## config.mk

```make
export PLATFORM = sky130hd
export DESIGN_NAME = stopwatch_ctrl
export DESIGN_NICKNAME = d
export VERILOG_FILES = /design/src/rtl/stopwatch_ctrl.sv
export SDC_FILE = /design/constraint.sdc
export NUM_CORES = 1
export LEC_CHECK = 0
export CORE_MARGIN = 2
export CORE_UTILIZATION = 47
export CTS_CLUSTER_SIZE = 12
export DETAILED_ROUTE_END_ITERATION = 8
export PLACE_DENSITY = 0.75
export SYNTH_ARGS = -nofsm -noshare
export SYNTH_HDL_FRONTEND = slang
export SYNTH_SLANG_ARGS = --single-unit
export TNS_END_PERCENT = 1
```

## constraint.sdc

```tcl
create_clock -name clk -period 1.7 [get_ports clk]
set_input_delay 0.17 -clock clk [delete_from_list [all_inputs] [get_ports clk]]
set_output_delay 0.17 -clock clk [all_outputs]
set_load 0.03 [all_outputs]
```

## src/rtl/stopwatch_ctrl.sv

```systemverilog
// Stopwatch sequencer: strobe edge detection, count prescaler and terminal-count handling
// for a cascaded BCD counter chain. Define STOPWATCH_AUTORELOAD_EN to reload on terminal count.
module stopwatch_ctrl #(
    parameter int PRESCALE = 4,
    parameter int PS_W     = 16,
    parameter int DIGITS   = 2
) (
    input  logic                  clk,
    input  logic                  clrn,
    input  logic                  start,
    input  logic                  stop,
    input  logic                  clear,
    input  logic                  load,
    input  logic [4*DIGITS-1:0]   preset,
    input  logic                  carry_in,
    output logic                  cnt_clrn,
    output logic                  cnt_ldn,
    output logic                  cnt_enp,
    output logic                  cnt_ent,
    output logic [4*DIGITS-1:0]   cnt_data,
    output logic [1:0]            state,
    output logic                  done
);

    typedef enum logic [1:0] {
        IDLE  = 2'b00,
        RUN   = 2'b01,
        PAUSE = 2'b10,
        DONE  = 2'b11
    } state_t;

    localparam logic [PS_W-1:0] PS_LAST = PS_W'(PRESCALE - 1);

    state_t              state_q, state_n;
    logic [PS_W-1:0]     ps_q, ps_n;
    logic                start_q, stop_q, clear_q, load_q;
    logic                clrn_n, ldn_n, enp_n, ent_n, done_n;
    logic [4*DIGITS-1:0] data_n;
    logic                start_rise, stop_rise, clear_rise, load_rise, tick;

    always_ff @(posedge clk or negedge clrn) begin
        if (!clrn) begin
            state_q  <= IDLE;
            ps_q     <= '0;
            start_q  <= 1'b0;
            stop_q   <= 1'b0;
            clear_q  <= 1'b0;
            load_q   <= 1'b0;
            cnt_clrn <= 1'b0;
            cnt_ldn  <= 1'b1;
            cnt_enp  <= 1'b0;
            cnt_ent  <= 1'b0;
            cnt_data <= '0;
            done     <= 1'b0;
        end else begin
            state_q  <= state_n;
            ps_q     <= ps_n;
            start_q  <= start;
            stop_q   <= stop;
            clear_q  <= clear;
            load_q   <= load;
            cnt_clrn <= clrn_n;
            cnt_ldn  <= ldn_n;
            cnt_enp  <= enp_n;
            cnt_ent  <= ent_n;
            cnt_data <= data_n;
            done     <= done_n;
        end
    end

    // Only one command acts per edge, in order clear > load > stop > start > tick.
    always_comb begin
        start_rise = start & ~start_q;
        stop_rise  = stop  & ~stop_q;
        clear_rise = clear & ~clear_q;
        load_rise  = load  & ~load_q;
        tick       = (ps_q == PS_LAST);
        state_n    = state_q;
        ps_n       = ps_q;
        clrn_n     = 1'b1;
        ldn_n      = 1'b1;
        enp_n      = 1'b0;
        data_n     = cnt_data;
        done_n     = (state_q == DONE);

        if (clear_rise) begin
            clrn_n  = 1'b0;
            ps_n    = '0;
            state_n = IDLE;
            done_n  = 1'b0;
        end else if (load_rise && (state_q == IDLE || state_q == PAUSE)) begin
            data_n = preset;
            ldn_n  = 1'b0;
        end else if (stop_rise && state_q == RUN) begin
            state_n = PAUSE;
            if (tick) begin
                ps_n = '0;
            end
        end else if (start_rise && (state_q == IDLE || state_q == PAUSE)) begin
            state_n = RUN;
        end else if (state_q == RUN) begin
            if (tick) begin
                ps_n = '0;
                if (carry_in) begin
                    done_n = 1'b1;
`ifdef STOPWATCH_AUTORELOAD_EN
                    ldn_n  = 1'b0;
                    data_n = preset;
`else
                    state_n = DONE;
`endif
                end else begin
                    enp_n = 1'b1;
                end
            end else begin
                ps_n = ps_q + 1'b1;
            end
        end

        ent_n = (state_n == RUN);
    end

    assign state = state_q;

endmodule

```

---- Yosys cells after proc, flatten, opt, wreduce, memory -nomap -nowiden ----
Index checks and enable logic that the tools add are counted.
operators by class
  add/subtract/negate cells ............... 1
  equality and inequality tests ........... 8
  muxes and demuxes ....................... 31
  bitwise logic cells ..................... 9
  reduce and logical (&&, ||, !) cells .... 8
operators with widths
  cell                   count
  $mux 16                7
  $mux 1                 17
  $add 16x1->16 const B  1
  $eq 16x2->1 const B    1
  $mux 2                 7
  $ne 3x3->1 const B     2
  $not 1->1              5
  $and 1x1->1            4
  $eq 2x1->1 const B     2
  $eq 2x2->1 const B     2
  $reduce_and 4->1       1
  $logic_and 1x1->1      3
  $reduce_bool 3->1      1
  $logic_not 2->1        1
  $ne 2x2->1 const B     1
  $reduce_and 2->1       1
  $logic_or 1x1->1       1
word-level totals
  register bits after elaboration ......... 35
  input bits .............................. 15
  output and inout bits ................... 15
  logic and storage cells ................. 69

---- Longest topological paths before layout ----
Gate-level depths: netlist (run 1).
  depth after elaboration ................. 8
  mapped depth ............................ 6
  depth with buffers taken out ............ 5

---- Least setup slack after synthesis (run 1) ----
OpenSTA, ideal clock, no wires.
  path type ............................... register -> register
  start point ............................. reg state_q[1] (netlist: state[1])
  end point ............................... reg ps_q[13]
  library setup time ...................... 77 ps
  arrival ................................. 1700 ps
  data required time ...................... 1623 ps
  setup slack ............................. -77 ps
  cell stages (with the launch flop) ...... 6
  path buffers ............................ 1
  period minus slack after synthesis ...... 1777 ps
  path through ............................ dfrtp_1 and2b_1 a21oi_1 clkbuf_1 or4_1 a21oi_1
between the ends
  cells in the longest elaborated chain, start to end .. 5
  elaborated cells on any way between the ends .. 15
  those cells by class .................... eq/ne (5); mux (3); reduce/logical (7)
ends and longest elaborated chain
  item                                                   RTL line    source
  start: declaration                                     34          state_t state_q, state_n;
  start signal: assignment                               56          state_q <= state_n;
  $eq 2x2->1 (tied with other cells)                     91, 99
  $logic_or 1x1->1 or $logic_and 1x1->1 (tied branches)  91, 99, 94
  $logic_and 1x1->1 (tied with other cells)              99          end else if (start_rise && (state_q == IDLE || state_q == PAUSE)) begin
  $ne 3x3->1 (no line) (tied with other cells)           n/a
  $reduce_and 4->1 (no line) or $mux 16 (tied branches)  n/a
  end signal: assignment                                 57          ps_q <= ps_n;
  end: declaration                                       35          logic [PS_W-1:0] ps_q, ps_n;
Several ways; a longest one is shown, not always the timed one. The select of a mux whose other input is x is not followed.
A chain may end at the register's enable or synchronous reset.

---- Final worst setup path (run 1) ----
  start point ............................. reg ps_q[4]
  end point ............................... reg ps_q[14]
between the ends
  cells in the longest elaborated chain, start to end .. 7
  elaborated cells on any way between the ends .. 10
  those cells by class .................... add/sub (1); eq/ne (2); mux (6); reduce/logical (1)
ends and longest elaborated chain
  item                                          RTL line  source
  $add 16x1->16 or $eq 16x2->1 (tied branches)  116, 77
  $mux 16                                       102       if (tick) begin
  $mux 16                                       101       end else if (state_q == RUN) begin
  $mux 16                                       99
  $mux 16                                       94        end else if (stop_rise && state_q == RUN) begin
  $mux 16                                       91        end else if (load_rise && (state_q == IDLE || state_q == PAUSE)) begin
  $mux 16                                       86        if (clear_rise) begin
Several ways; a longest one is shown, not always the timed one. The select of a mux whose other input is x is not followed.

==> metrics, run 1 <==
skew final=0.00719 ns; minimum clock period=1.81 ns; Synth Register Bits=35; Rel. slew slack=between 70% and 80%; final worst path period share=107%; Area contributors post-synth=dfrtp_1 50%, mux2_2 5.3%, a21oi_1 5.0%; die height=64.1 um; Site Rows=21; fin. max-slew vios=0; clock sinks=35; Die W=64.1 um; MaxCap Viol Count=0; Clock Tree Root=clkbuf_4; power density over the cells=824 mW/mm2; area of the mapped netlist=roughly 0.0017 mm2; critical path class=reg2reg; Seq/Total Area, Yosys=51.7%; Max VDD drop=approximately 0.64 mV; Synth cell types=37; synth-to-layout area growth=40.0%; WL/cell=15.7 um; Pwr Total=1.96 mW; worst skew pair latency=approximately 0.35 ns; CP Max Fanout=7; post-synth net total=169; Final HPWL DP=just over 3000 um; DRT iter0 DRCs=between 90 and 100; Peak Freq=between 500 and 600 MHz; RSZ-0062 raised after global routing=true; antenna fix cells=0; Yosys top cell by area=dfrtp_1; WP data arrival=around 2.1 ns; worst min path class=in2async; CTS tree=built; post-route ant nets=0; global-route wire length before repair=7200 um; CTS buffer count=5; vias=1508; total track usage=22.8%; total grt overflow=0; Placer Congestion=0.829; Cells after Synth=153; DRC errors left=0; Post-Layout Cell Count=262; crit end category=flip-flop; Port Buffers=29; Worst Setup Start Kind=flip-flop; Post-Syn Area per Cell=11.1 um2; Hold-fix buffers, CTS=0; Top reg by flops=ps_q; synth warn=0; status=finished with violations; top-level I/O count=30; TritonRoute pass-1 iters=4; core box area=0.00339 mm2; vias in the first global route=about 1500; failing checks=setup timing; hold slack=0.217 ns; nets=231; Synth top area share=between 50 and 60%; Clk pin slew, worst setup/hold paths=0.11 ns; Crit path required time=1.97 ns; final setup fails=4; Via density=5.76; antenna violations before repair=0; slew at the pin closest to its max-slew limit=0.438 ns; Initial Utilization=50.1%; Post-Route WL=4120 um; largest net degree at the start of global routing=36; Inst Count DP=253; H-Tree Level Count=2; worst setup margin=-0.113 ns; ratio of cells with drive above 1 in the final layout=34.3%; Clock Path Buffers=2; leakage power=0.987 nW; max reg flops=16; Final Hold Viols=0; Die ar.=0.00411 mm2
==> final timing paths <==
path                                         startpoint                       to  cells after the start  slack (ns)
min in group clk                                   load         load_q$_DFF_PN0_                      1        0.28
worst max register to register      ps_q[4]$_DFFE_PN0P_     ps_q[14]$_DFFE_PN0P_                      4       -0.11
max in group asynchronous                          clrn        cnt_ldn$_DFF_PN1_                      2        1.14
worst min register to register  cnt_data[2]$_DFFE_PN0P_  cnt_data[2]$_DFFE_PN0P_                      1        0.52
worst max-delay path                ps_q[4]$_DFFE_PN0P_     ps_q[14]$_DFFE_PN0P_                      4       -0.11
worst min-delay path                               clrn      ps_q[8]$_DFFE_PN0P_                      2        0.22
==> metal layers <==
metal	global-route usage (%)	share of wire, %
met1	30.3	42
met3	3.35	5.0
met2	36.6	51
met4	10.9	1.4
met5	0	0
==> synthesized netlist by cell type <==
library cell,instances
nand2_1,10
or3_1,2
nand3_1,8
and4_2,2
or4_1,10
nor2_1,5
nor3_2,1
o21ai_0,4
a21boi_0,1
and2_1,2
a31oi_1,1
ha_1,1
or3_2,1
a41oi_4,1
nor4b_4,1
dfstp_2,1
xor2_1,2
nor4_4,2
dfrtp_1,34
and2_2,1
nor2b_1,1
a21o_1,1
buf_2,3
nor4_1,1
inv_1,2
clkbuf_1,4
and3_1,1
o21ai_1,1
o31ai_1,9
nand2b_1,3
o41ai_1,2
and2b_1,1
or4b_1,1
a21oi_1,17
mux2_2,8
nand4_1,6
and4_1,2
==> repair_timing <==
| item | CTS | global route |
|---|---|---|
| setup endpoints to repair | 9 | 17 |
| setup buffers | 1 | 0 |
| pin swaps | 4 | 2 |
| resized for setup | 7 | 10 |
==> power by group <==
part	internal [mW]	switching, mW	leakage, nW	total (mW)
sequential	0.909	0.0377	0.449	0.947
combinational	0.248	0.282	0.503	0.530
clock	0.200	0.280	0.0353	0.481
==> placed cells by master, fill, tap and decap left out, types with 3 or more instances in the layout <==
master | synthesis | final
a21oi_2 | 0 | 5
nand2b_1 | 3 | 3
nor2_1 | 5 | 5
clkbuf_4 | 0 | 5
nand3_1 | 8 | 8
dfrtp_1 | 34 | 32
o21ai_0 | 4 | 3
or4_1 | 10 | 9
clkdlybuf4s50_1 | 0 | 26
and4_2 | 2 | 3
nand4_1 | 6 | 6
o31ai_1 | 9 | 9
a21oi_1 | 17 | 12
mux2_2 | 8 | 8
buf_4 | 0 | 32
nand2_1 | 10 | 8
==> logic make-up after synthesis <==
logic type,share of synthesized area [%]
flip-flops,51.7
XOR/XNOR,1.03
AO/OA/AOI/OAI,14.4
AND/OR/NAND/NOR,24.6
adder cells (fa/ha/maj),0.737
multiplexers,5.31
buffers and inverters,2.21
==> stage by stage <==
stage                     TNS [ns]  area, um2  util, %  worst slack, ns
after floorplan            -0.0936       1700        -          -0.0402
after global placement       -1.35       2260     66.7           -0.128
after detailed placement     -2.63       2260     66.7           -0.218
after CTS                   -0.281       2340     69.1           -0.102
after global routing         -1.03       2380     70.1           -0.196
final                       -0.297       2380     70.1           -0.113
==> worst max-delay path: stages (launching register included) <==
cell and delay (ns):
dfrtp_1 0.42, nor4_4 0.41, a41oi_4 0.22, or4_1 0.53, a21oi_1 0.16
==> cell type report <==
class                      count  area, um2
clock buffer                   7       55.1
clock inverter                 1       5.00
fill                         261       1010
inverter                       2       7.51
multi-input combinational    109        830
sequential                    35        880
tap                           46       57.6
timing repair buffer          62        542
Power figures use the tool's default switching activity.
==> run 2, diff against run 1 <==
CORE_UTILIZATION = 56   (was 47)
PLACE_DENSITY = 0.84   (was 0.75)
clock period = 2.14 ns   (was 1.7 ns; I/O delays follow)
==> run 2 against run 1 <==
- the run now ends clean
- via count is 9.7% lower
- wire length is 10% lower
- combinational power is 30% lower
==> metrics, run 2 (synthesis gave the netlist of run 1 again) <==
worst min path class=in2async; Post-Layout Cell Count=roughly 220; MaxCap Viol Count=0; worst skew pair latency=0.35 ns; WL/cell=about 17 um; DRT iter0 DRCs=52; Clock Tree Root=clkbuf_4; Via density=6.21; CP Max Fanout=10; synth-to-layout area growth=23.2%; top-level I/O count=30; setup TNS=0 ns; slowest CP cell=or4b_1; total track usage=approximately 25%; Clock Path Buffers=2; skew final=0.00754 ns; nets=203; final setup fails=0; Final Hold Viols=0; CTS buffer count=5; global-route wire length before repair=between 6000 and 7000 um; minimum clock period=1.94 ns; Die W=59.0 um; Clk pin slew, worst setup/hold paths=0.11 ns; CP peak stage delay=0.55 ns; fin. max-slew vios=0; CTS tree=built; Site Rows=19; Placer Congestion=0.854; die height=just under 60 um; status=complete, no violations; antenna violations before repair=0; Hold-fix buffers, CTS=0; Top reg by flops=ps_q; slew at the pin closest to its max-slew limit=0.795 ns; Inst Count DP=211; Worst Path Buf+Inv=0; post-route ant nets=0; Crit path required time=2.42 ns; largest net degree at the start of global routing=36; Post-Route WL=3710 um; Port Buffers=29; total grt overflow=0; TritonRoute pass-1 iters=5; Initial Utilization=60.0%; Worst Setup Start Kind=flip-flop; Max VDD drop=0.492 mV; Peak Freq=516 MHz; crit end category=flip-flop; commonest cells after routing, fill and taps aside=34 x dfrtp_1, 29 x clkdlybuf4s50_1, 17 x a21oi_1; ratio of cells with drive above 1 in the final layout=16.5%; RSZ-0062 raised after global routing=false; worst r2r path cells=4; DRC errors left=0; vias=1361; Crit path depth=4; setup bufs post-CTS=0; max reg flops=16; Die ar.=0.00349 mm2; Rel. slew slack=47.0%; final worst path period share=90.6%; family with the most delay on the worst path=simple AND/OR/NAND/NOR gates; fin util=73.9%; post_cts resized=0; power density over the cells=between 700 and 800 mW/mm2; vias in the first global route=between 1000 and 1500; WP data arrival=2.22 ns; clock sinks=35; core box area=between 0.002 and 0.003 mm2; crit-path cells=nor4_4 -> a41oi_4 -> or4b_1 -> a21oi_1; H-Tree Level Count=2; Final HPWL DP=2760 um; leakage power=0.817 nW; leading cell type in the layout, fill and taps excluded=dfrtp_1; critical path class=reg2reg; antenna fix cells=0
-- run 2: path summary, 6_finish.rpt --
path | startpoint | endpoint | slack, ns
setup / recovery | ps_q[9]$_DFFE_PN0P_ | ps_q[12]$_DFFE_PN0P_ | 0.20
hold / removal | clrn | cnt_data[7]$_DFFE_PN0P_ | 0.27
setup reg to reg | ps_q[9]$_DFFE_PN0P_ | ps_q[12]$_DFFE_PN0P_ | 0.20
hold reg to reg | cnt_data[5]$_DFFE_PN0P_ | cnt_data[5]$_DFFE_PN0P_ | 0.52
max in group asynchronous | clrn | cnt_ldn$_DFF_PN1_ | 1.54
min in group clk | clear | clear_q$_DFF_PN0_ | 0.32
-- run 2: final cells by class --
cell class / instances / area, um2
clock buffers: 5 / 37.5
well taps: 31 / 38.8
fillers: 190 / 738
inverters: 2 / 7.51
flip-flops and latches: 35 / 877
clock inverters: 3 / 20.0
repair buffers: 34 / 328
multi-input cells: 109 / 782
-- run 2: worst register-to-register path: cells and delay by family, from the launching register on --
family	cells	cell delay [ns]
and+or+nand+nor	2	0.97
DFF	1	0.48
AOI/OAI and AO/OA	2	0.42
-- run 2: where the power goes --
group	internal, mW	total [mW]	switching, mW
clock network	0.125	0.356	0.231
logic	0.165	0.372	0.208
registers	0.721	0.756	0.0346
-- run 2: per-layer routing --
metal,track usage [%],vias to the layer above,wire [um]
li1,-,652,-
met1,30.9,659,1500
met2,39.5,40,1940
met3,4.80,10,163
met4,14.3,0,102
met5,0,-,0
-- run 2: stage by stage --
step                setup slack (ns)  hold WS, ns  instance area (um2)  total power [mW]
global route                   0.120        0.311                 2090              1.56
finish                         0.200        0.266                 2090              1.48
detailed placement             0.188        0.496                 2030              1.14
CTS                            0.196        0.267                 2090              1.51
floorplan                      0.363      -0.0816                 1700             0.970
global placement               0.246        0.486                 2030              1.13
